[src/rtl/uart_arb_pkg.sv]
// Shared types and defaults for the UART TX arbiter.
// Used by the round-robin picker and the arbiter top.
package uart_arb_pkg;

   typedef enum logic [1:0] {
      IDLE,
      LOAD,
      WAIT_DONE,
      GAP
   } arb_state_e;

   localparam int DEFAULT_CLKS_PER_BIT = 217;

   // Twelve bit times: one full frame plus margin.
   function automatic int default_timeout(input int clks_per_bit);
      return 12 * clks_per_bit;
   endfunction

endpackage

[src/rtl/uart_rr_pick.sv]
// Round-robin picker: rotate the request vector, pick the lowest set bit,
// then rotate the one-hot result back to requester positions.
module uart_rr_pick
   import uart_arb_pkg::*;
#(
   parameter  int NUM_REQ = 4,
   localparam int IW      = $clog2(NUM_REQ)
) (
   input  logic [NUM_REQ-1:0] i_req,
   input  logic [IW-1:0]      i_last,
   output logic [NUM_REQ-1:0] o_gnt,
   output logic               o_vld
);

   logic [NUM_REQ-1:0] rot;
   logic [NUM_REQ-1:0] pe;

   function automatic logic [IW-1:0] wrap(input int v);
      return IW'(v % NUM_REQ);
   endfunction

   always_comb begin
      rot   = '0;
      pe    = '0;
      o_gnt = '0;
      for (int i = 0; i < NUM_REQ; i++) begin
         rot[i] = i_req[wrap(int'(i_last) + 1 + i)];
      end
      // Walking downward leaves the lowest set bit as the winner.
      for (int i = NUM_REQ - 1; i >= 0; i--) begin
         if (rot[i]) pe = NUM_REQ'(1) << i;
      end
      for (int i = 0; i < NUM_REQ; i++) begin
         o_gnt[wrap(int'(i_last) + 1 + i)] = pe[i];
      end
   end

   assign o_vld = |i_req;

endmodule

[src/rtl/uart_tx_arbiter.sv]
// Shares one UART_TX serializer among NUM_REQ byte producers,
// round-robin, with a done/timeout wait and an idle guard gap.
module uart_tx_arbiter
   import uart_arb_pkg::*;
#(
   parameter int NUM_REQ      = 4,
   parameter int GAP_CLKS     = 217,
   parameter int TIMEOUT_CLKS = default_timeout(DEFAULT_CLKS_PER_BIT)
) (
   input  logic                 i_Clk,
   input  logic                 i_Reset,
   input  logic [NUM_REQ-1:0]   i_Req,
   input  logic [8*NUM_REQ-1:0] i_Req_Byte,
   output logic [NUM_REQ-1:0]   o_Grant,
   output logic [NUM_REQ-1:0]   o_Ack,
   output logic                 o_Timeout,
   output logic                 o_TX_DV,
   output logic [7:0]           o_TX_Byte,
   input  logic                 i_TX_Active,
   input  logic                 i_TX_Done,
   output logic                 o_Busy
);

   localparam int IW      = $clog2(NUM_REQ);
   localparam int CNT_TOP = (GAP_CLKS > TIMEOUT_CLKS) ?
                            GAP_CLKS : TIMEOUT_CLKS;
   localparam int CW      = $clog2(CNT_TOP + 1);

   localparam logic [CW-1:0] TMO_LAST =
      CW'(TIMEOUT_CLKS - 1);
   localparam logic [CW-1:0] GAP_LAST =
      CW'((GAP_CLKS > 0) ? GAP_CLKS - 1 : 0);
   localparam logic [CW-1:0] CNT_SAT = '1;

   arb_state_e         state_q, state_d;
   logic [CW-1:0]      cnt_q, cnt_d;
   logic [IW-1:0]      last_q, last_d;
   logic [NUM_REQ-1:0] grant_q, grant_d;
   logic [NUM_REQ-1:0] ack_q, ack_d;
   logic               tmo_q, tmo_d;
   logic               dv_q, dv_d;
   logic [7:0]         byte_q, byte_d;
   logic               busy_q, busy_d;

   logic [NUM_REQ-1:0] pick_gnt;
   logic               pick_vld;
   logic [7:0]         pick_byte;
   logic [IW-1:0]      grant_idx;

   function automatic logic [CW-1:0] sat_inc(
      input logic [CW-1:0] v
   );
      return (v == CNT_SAT) ? v : v + CW'(1);
   endfunction

   uart_rr_pick #(
      .NUM_REQ (NUM_REQ)
   ) u_pick (
      .i_req  (i_Req),
      .i_last (last_q),
      .o_gnt  (pick_gnt),
      .o_vld  (pick_vld)
   );

   always_comb begin
      pick_byte = '0;
      grant_idx = '0;
      for (int k = 0; k < NUM_REQ; k++) begin
         if (pick_gnt[k]) pick_byte = i_Req_Byte[8*k +: 8];
         if (grant_q[k])  grant_idx = IW'(k);
      end
   end

   always_comb begin
      state_d = state_q;
      cnt_d   = cnt_q;
      last_d  = last_q;
      grant_d = grant_q;
      ack_d   = '0;
      tmo_d   = 1'b0;
      dv_d    = 1'b0;
      byte_d  = byte_q;
      unique case (state_q)
         IDLE: begin
            if (pick_vld && !i_TX_Active) begin
               grant_d = pick_gnt;
               byte_d  = pick_byte;
               dv_d    = 1'b1;
               state_d = LOAD;
            end
         end
         LOAD: begin
            cnt_d   = '0;
            state_d = WAIT_DONE;
         end
         WAIT_DONE: begin
            // A done on the expiry cycle still counts as normal completion.
            if (i_TX_Done || cnt_q == TMO_LAST) begin
               ack_d   = grant_q;
               tmo_d   = !i_TX_Done;
               last_d  = grant_idx;
               grant_d = '0;
               cnt_d   = '0;
               state_d = (GAP_CLKS == 0) ? IDLE : GAP;
            end else begin
               cnt_d = sat_inc(cnt_q);
            end
         end
         GAP: begin
            if (cnt_q >= GAP_LAST) begin
               state_d = IDLE;
            end else begin
               cnt_d = sat_inc(cnt_q);
            end
         end
         default: state_d = IDLE;
      endcase
      busy_d = (state_d != IDLE);
   end

   always_ff @(posedge i_Clk or negedge i_Reset) begin
      if (!i_Reset) begin
         state_q <= IDLE;
         cnt_q   <= '0;
         last_q  <= IW'(NUM_REQ - 1);
         grant_q <= '0;
         ack_q   <= '0;
         tmo_q   <= 1'b0;
         dv_q    <= 1'b0;
         byte_q  <= 8'h00;
         busy_q  <= 1'b0;
      end else begin
         state_q <= state_d;
         cnt_q   <= cnt_d;
         last_q  <= last_d;
         grant_q <= grant_d;
         ack_q   <= ack_d;
         tmo_q   <= tmo_d;
         dv_q    <= dv_d;
         byte_q  <= byte_d;
         busy_q  <= busy_d;
      end
   end

   assign o_Grant   = grant_q;
   assign o_Ack     = ack_q;
   assign o_Timeout = tmo_q;
   assign o_TX_DV   = dv_q;
   assign o_TX_Byte = byte_q;
   assign o_Busy    = busy_q;

endmodule

[config.mk]
export PLATFORM = sky130hd
export DESIGN_NAME = uart_tx_arbiter
export DESIGN_NICKNAME = d
export VERILOG_FILES = /design/src/rtl/uart_arb_pkg.sv /design/src/rtl/uart_rr_pick.sv /design/src/rtl/uart_tx_arbiter.sv
export SDC_FILE = /design/constraint.sdc
export NUM_CORES = 1
export LEC_CHECK = 0
export CORE_ASPECT_RATIO = 0.9
export CORE_UTILIZATION = 45
export DETAILED_ROUTE_END_ITERATION = 10
export GPL_TIMING_DRIVEN = 0
export PLACE_DENSITY = 0.74
export SLEW_MARGIN = 20
export SYNTH_ARGS = -nofsm -noshare
export SYNTH_HDL_FRONTEND = slang
export SYNTH_HIERARCHICAL = 1
export SYNTH_SLANG_ARGS = --single-unit
[constraint.sdc]
create_clock -name i_Clk -period 7.4 [get_ports i_Clk]
set_input_delay 1.48 -clock i_Clk [delete_from_list [all_inputs] [get_ports i_Clk]]
set_output_delay 1.48 -clock i_Clk [all_outputs]
set_load 0.02 [all_outputs]
# After elaboration in Yosys (flattened, before gate mapping)
# Index checks and enable logic that the tools add are counted.
# op_classes
n_lt_le_gt_ge,9
n_mux,47
n_eq_ne,8
bitwise,1
n_reduce_logical,17
add_sub_neg,5
# op_table
op,n
$mux W12,3
$pmux W12 S3,1
$mux W4,8
$mux W8,4
$eq A12 B12 Y1 const B,2
$mux W1,13
$add A12 B1 Y12 const B,1
$bwmux W4,3
$ge A12 B8 Y1 const B,1
$lt A2 B3 Y1 const B,4
$mux W2,5
$bmux W1 S2,4
$demux W1 S2,4
$ge A2 B1 Y1 const B,4
$pmux W2 S4,1
$pmux W4 S2,1
$ne A2 B2 Y1 const B,3
$reduce_and A2 Y1,3
$logic_and A1 B1 Y1,5
$add A2 B1 Y2 const B,2
$add A2 B2 Y2 const B,2
$and A4 B4 Y4,1
$eq A2 B2 Y1 const B,2
$reduce_bool A2 Y1,2
other kinds (7),8
# word_totals
output_inout_bits,19
reg_bits,35
word_cells,96

# Logic depth before layout (Yosys ltp)
# depth
depth_word,16
depth_mapped,15
depth_no_buf,12

# Cells and area by module
# Netlist, hierarchy kept.
# by_module_without_submodules
module,area_per_inst_um2,cells_per_inst,n_inst
uart_tx_arbiter,1889.3,204,1
uart_rr_pick,518.0,63,1

# Least setup slack after synthesis
# No wires, ideal clock.
# synth_path
kind,input to register
start,input i_Req[3]
end,register byte_q[5] (netlist: o_TX_Byte[5])
t_arrival_ns,3.387
cell_stages,12
path_buffers,2
slack_ns,3.894
required_time_ns,7.281
cell_sequence,buf_6 -> mux2i_1 -> mux2i_4 -> nand2b_1 -> a2111oi_1 -> a211o_1 -> clkbuf_1 -> nand3b_1 -> a21oi_1 -> a21oi_1 -> o21ai_1 -> o21a_1
# synth_via
word_cells_on_any_way,23
# synth_lines
element,line_no,text
from (decl),uart_tx_arbiter.sv:12,"input logic [NUM_REQ-1:0] i_Req,"
$bmux W1 S2,uart_rr_pick.sv:27,rot[i] = i_req[wrap(int'(i_last) + 1 + i)];
$mux W1 (not written as such),uart_rr_pick.sv:27,
$mux W4 (2 in a row),uart_rr_pick.sv:31,if (rot[i]) pe = NUM_REQ'(1) << i;
$mux W4 (*),uart_rr_pick.sv:31,
$and A4 B4 Y4 (no line),n/a,
$bwmux W4 (2 in a row),uart_rr_pick.sv:34,o_gnt[wrap(int'(i_last) + 1 + i)] = pe[i];
$bwmux W4 (*),uart_rr_pick.sv:34,
named net pick_gnt[1],uart_tx_arbiter.sv:45,logic [NUM_REQ-1:0] pick_gnt;
$mux W8 (*) (3 in a row),uart_tx_arbiter.sv:69,if (pick_gnt[k]) pick_byte = i_Req_Byte[8*k +: 8];
to (signal assigned),uart_tx_arbiter.sv:140,byte_q <= byte_d;
to (decl),uart_tx_arbiter.sv:42,"logic [7:0] byte_q, byte_d;"
# Mark *: on every way through the listed nets, which the timed path passes. The rest lies on a longest branch. The select of a mux whose other input is x is not followed.
# A chain may end at the register's enable or synchronous reset.

# Worst setup path after layout
# layout_path
start,input i_Req[0]
end,register byte_q[2] (netlist: o_TX_Byte[2])
# layout_via
elab_chain_cells,13
word_cells_on_any_way,23
# layout_rtl
element,line_no
$bmux W1 S2,uart_rr_pick.sv:27
$mux W1 (not written as such),uart_rr_pick.sv:27
$mux W4 (2 in a row),uart_rr_pick.sv:31
$mux W4 (*),uart_rr_pick.sv:31
$and A4 B4 Y4 (no line),n/a
$bwmux W4 (2 in a row),uart_rr_pick.sv:34
$bwmux W4 (*),uart_rr_pick.sv:34
named net pick_gnt[0],uart_tx_arbiter.sv:45
$mux W8 (*) (4 in a row),uart_tx_arbiter.sv:69
# Marks and branches as above.

==> impl_metrics.json <==
{
  "maxUsedRoutingLayer": "met4",
  "ir_drop_mv": 0.131,
  "first_global_vias": 2083,
  "setup-tns-final_ps": 0,
  "route.detailed.drc": 0,
  "rsz0062_at_grt": "no",
  "fmax_mhz": 240,
  "crit_chain": "clkdlybuf4s50_1 > mux2_4 > or4b_4 > a21oi_4 > a2bb2oi_2 > nor2b_1 > a221oi_1 > nor3_1 > a21oi_1 > o21ai_1",
  "cts_made_buffers": 5,
  "yosys_register_bits": 35,
  "cp.required_ps": 7620,
  "cts_setup_buffers": 0,
  "syn-instance-count": 267,
  "start_kind": "input port",
  "cts-root-buf": "clkbuf_8",
  "syn_nets": 316,
  "synth-seq-area-share_pct": 36.5,
  "setup_viol": 0,
  "hp-class": "register to register",
  "skew_ps": 10.6,
  "r2r_slack_ps": 3640,
  "yosys_most_used_dff": "dfrtp_1",
  "post-place-ws_ps": 2940,
  "syn_area_um2": 2410,
  "io_buffer_count": 57,
  "period_share_pct": 56.2,
  "p_per_area_nw_per_um2": 271,
  "coreArea_um2": 4980,
  "post-route-min-period_ps": 4160,
  "met3_length_um": 374,
  "cp_data_arrival_time_ps": 4380,
  "hold_violations": 0,
  "viasPerCell": 5.56,
  "ios": 59,
  "vias": 2211,
  "hpwl_um": 4330,
  "timing.rr.start": "last_q[0]",
  "synth_edf_count": 0,
  "clk_latency_ps": 280,
  "die_w_um": 79.1,
  "drt_wl_total_um": 5910,
  "end_kind": "register",
  "power.leakage_nw": 1.31,
  "ant_nets": 0,
  "cp_slowest_cell": "or4b_4",
  "gp_congestion": 0.867,
  "async_flop_share_pct": 100,
  "maxSlewViolCount": 0,
  "cts.sinks": 35,
  "hold_path_depth": 1,
  "critPathMaxStageDelay_ps": 550,
  "slew_headroom_pct": 61.7,
  "status": "completed",
  "hp-start": "o_TX_Byte[5]",
  "cts_max_level": 2,
  "worst-path-max-fanout": 7,
  "antenna_found_initial": 0,
  "antennaDiodeCount": 0,
  "first_pass_iters": 4,
  "cts.path.max_buffers": 2,
  "yosys.cell_types.count": 67,
  "tightest_slew_ps": 573,
  "syn_to_final_growth_pct": 32.9,
  "totalPowerFinal_mw": 0.866,
  "layout.nets": 381,
  "wl_met2_um": 2530,
  "yosysWarningCount": 6,
  "die_h_um": 71.4,
  "critical_path_class": "input port to register",
  "fin_area_um2": 3200,
  "dpl_cell_area_um2": 3080,
  "globalRouteOverflowTotal": 0,
  "r2r-end": "o_TX_Byte[2]",
  "rows": 24,
  "met1_length_um": 2970,
  "grt_max_degree": 22,
  "drive_above_1_share_pct": 12.3,
  "cts_tree": "done",
  "wl_per_cell_um": 14.8,
  "grt_pass1_wl_um": 9740,
  "path_clk_slew_ps": 70,
  "grt_usage_pct": 22.0,
  "cts.repair.resized": 0,
  "maxCapViolations": 0,
  "final.setup.worst_slack_ps": 3240,
  "min_to": "o_TX_Byte[5]",
  "holdBufCountCts": 0,
  "dieArea_um2": 5650,
  "drtIter0Drc": 198,
  "syn_avg_cell_area_um2": 9.02,
  "initial_core_util_pct": 48.3,
  "r2r_cells": 13
}
[Yosys cell counts (all sizes together) (3+ instances only)]
cell / n / area share (%)
dfrtp: 33 / 34
a21oi: 30 / 7.0
nor2: 24 / 4.0
nand2: 23 / 3.6
o21ai: 15 / 3.1
nor2b: 11 / 2.9
nor3: 11 / 2.3
buf: 9 / 2.8
ha: 9 / 4.7
inv: 9 / 1.4
nand3: 8 / 1.7
a221oi: 7 / 2.5
clkbuf: 6 / 0.99
mux2i: 6 / 3.0
xnor2: 5 / 1.8
and2: 4 / 1.0
nand4: 4 / 1.3
nor4b: 4 / 2.0
a211o: 3 / 1.1
nand2b: 3 / 0.78
nand3b: 3 / 0.94
o21a: 3 / 0.94
[layer usage]
layer | up-vias | global-route usage, %
met2 | 86 | 33.0
met5 | - | 0
li1 | 1106 | -
met1 | 1014 | 32.3
met4 | 0 | 3.64
met3 | 5 | 5.73
[placed cells by master, fill, tap and decap left out, types with 8 or more instances in the layout]
master           instances
nand3_1                  8
nor2_1                  22
a21oi_1                 27
dfrtp_1                 33
nand2_1                 23
ha_1                     9
o21ai_1                  8
nor2b_1                 11
clkdlybuf4s50_1         56
nor3_1                  11
[how the worst max path moves through the flow]
stage	cells after the start	slack, ps	start	endpoint
3_3_place_gp	10	3020	i_Req[0]	o_TX_Byte[2]
3_5_place_dp	10	2940	i_Req[0]	o_TX_Byte[2]
6_report	10	3240	i_Req[0]	o_TX_Byte[2]
5_1_grt	10	2970	i_Req[0]	o_TX_Byte[3]
2_1_floorplan	12	3890	i_Req[3]	o_TX_Byte[5]
4_1_cts	10	3220	i_Req[0]	o_TX_Byte[2]
[cell type report]
cell class,count,area (µm²)
multi-input cells,207,1400
clock inverters,2,35.0
fillers,446,1790
inverters,10,37.5
plain buffers,15,91.3
flip-flops and latches,35,878
clock buffers,6,82.6
repair buffers,58,593
well taps,65,81.3
[stage by stage]
| stage | instances | hold slack [ps] | utilization (%) |
|---|---|---|---|
| after floorplan | 267 | 538 | - |
| after CTS | 398 | 500 | 64.2 |
| after global placement | 389 | 472 | 61.4 |
| final | 398 | 494 | 64.2 |
| after detailed placement | 390 | 481 | 61.8 |
| after global routing | 398 | 536 | 64.2 |
[registers in the layout, indices dropped and copies added, names as in the netlist, 2 cells and up]
| register | flops |
|---|---|
| last_q | 2 |
| o_Ack | 4 |
| o_TX_Byte | 8 |
| o_Grant | 4 |
| state_q | 2 |
| cnt_q | 12 |
[worst max-delay path: cells and delay by family]
kind / cells / cell delay (ps)
multiplexers: 1 / 330
AO/OA/AOI/OAI: 5 / 760
AND/OR/NAND/NOR: 3 / 1300
buffers and inverters: 1 / 510
[kinds of logic (layout without fill, tap and decap cells)]
logic type      count (synthesis)  in the layout  synth area share (%)
mux                             7              7                  3.64
buf+inv                        25             91                  5.35
xor+xnor                        5              5                  1.82
fa+ha+maj                       9              9                  4.68
simple gates                  112            112                  26.7
flops                          35             35                  36.5
compound gates                 74             74                  21.4
[power by group]
group | leakage [nW] | switching [mW] | internal [mW]
combinational | 0.796 | 0.253 | 0.192
sequential | 0.452 | 0.0299 | 0.217
clock | 0.0612 | 0.0661 | 0.109
Note: power is estimated with default switching activity, not from simulation.
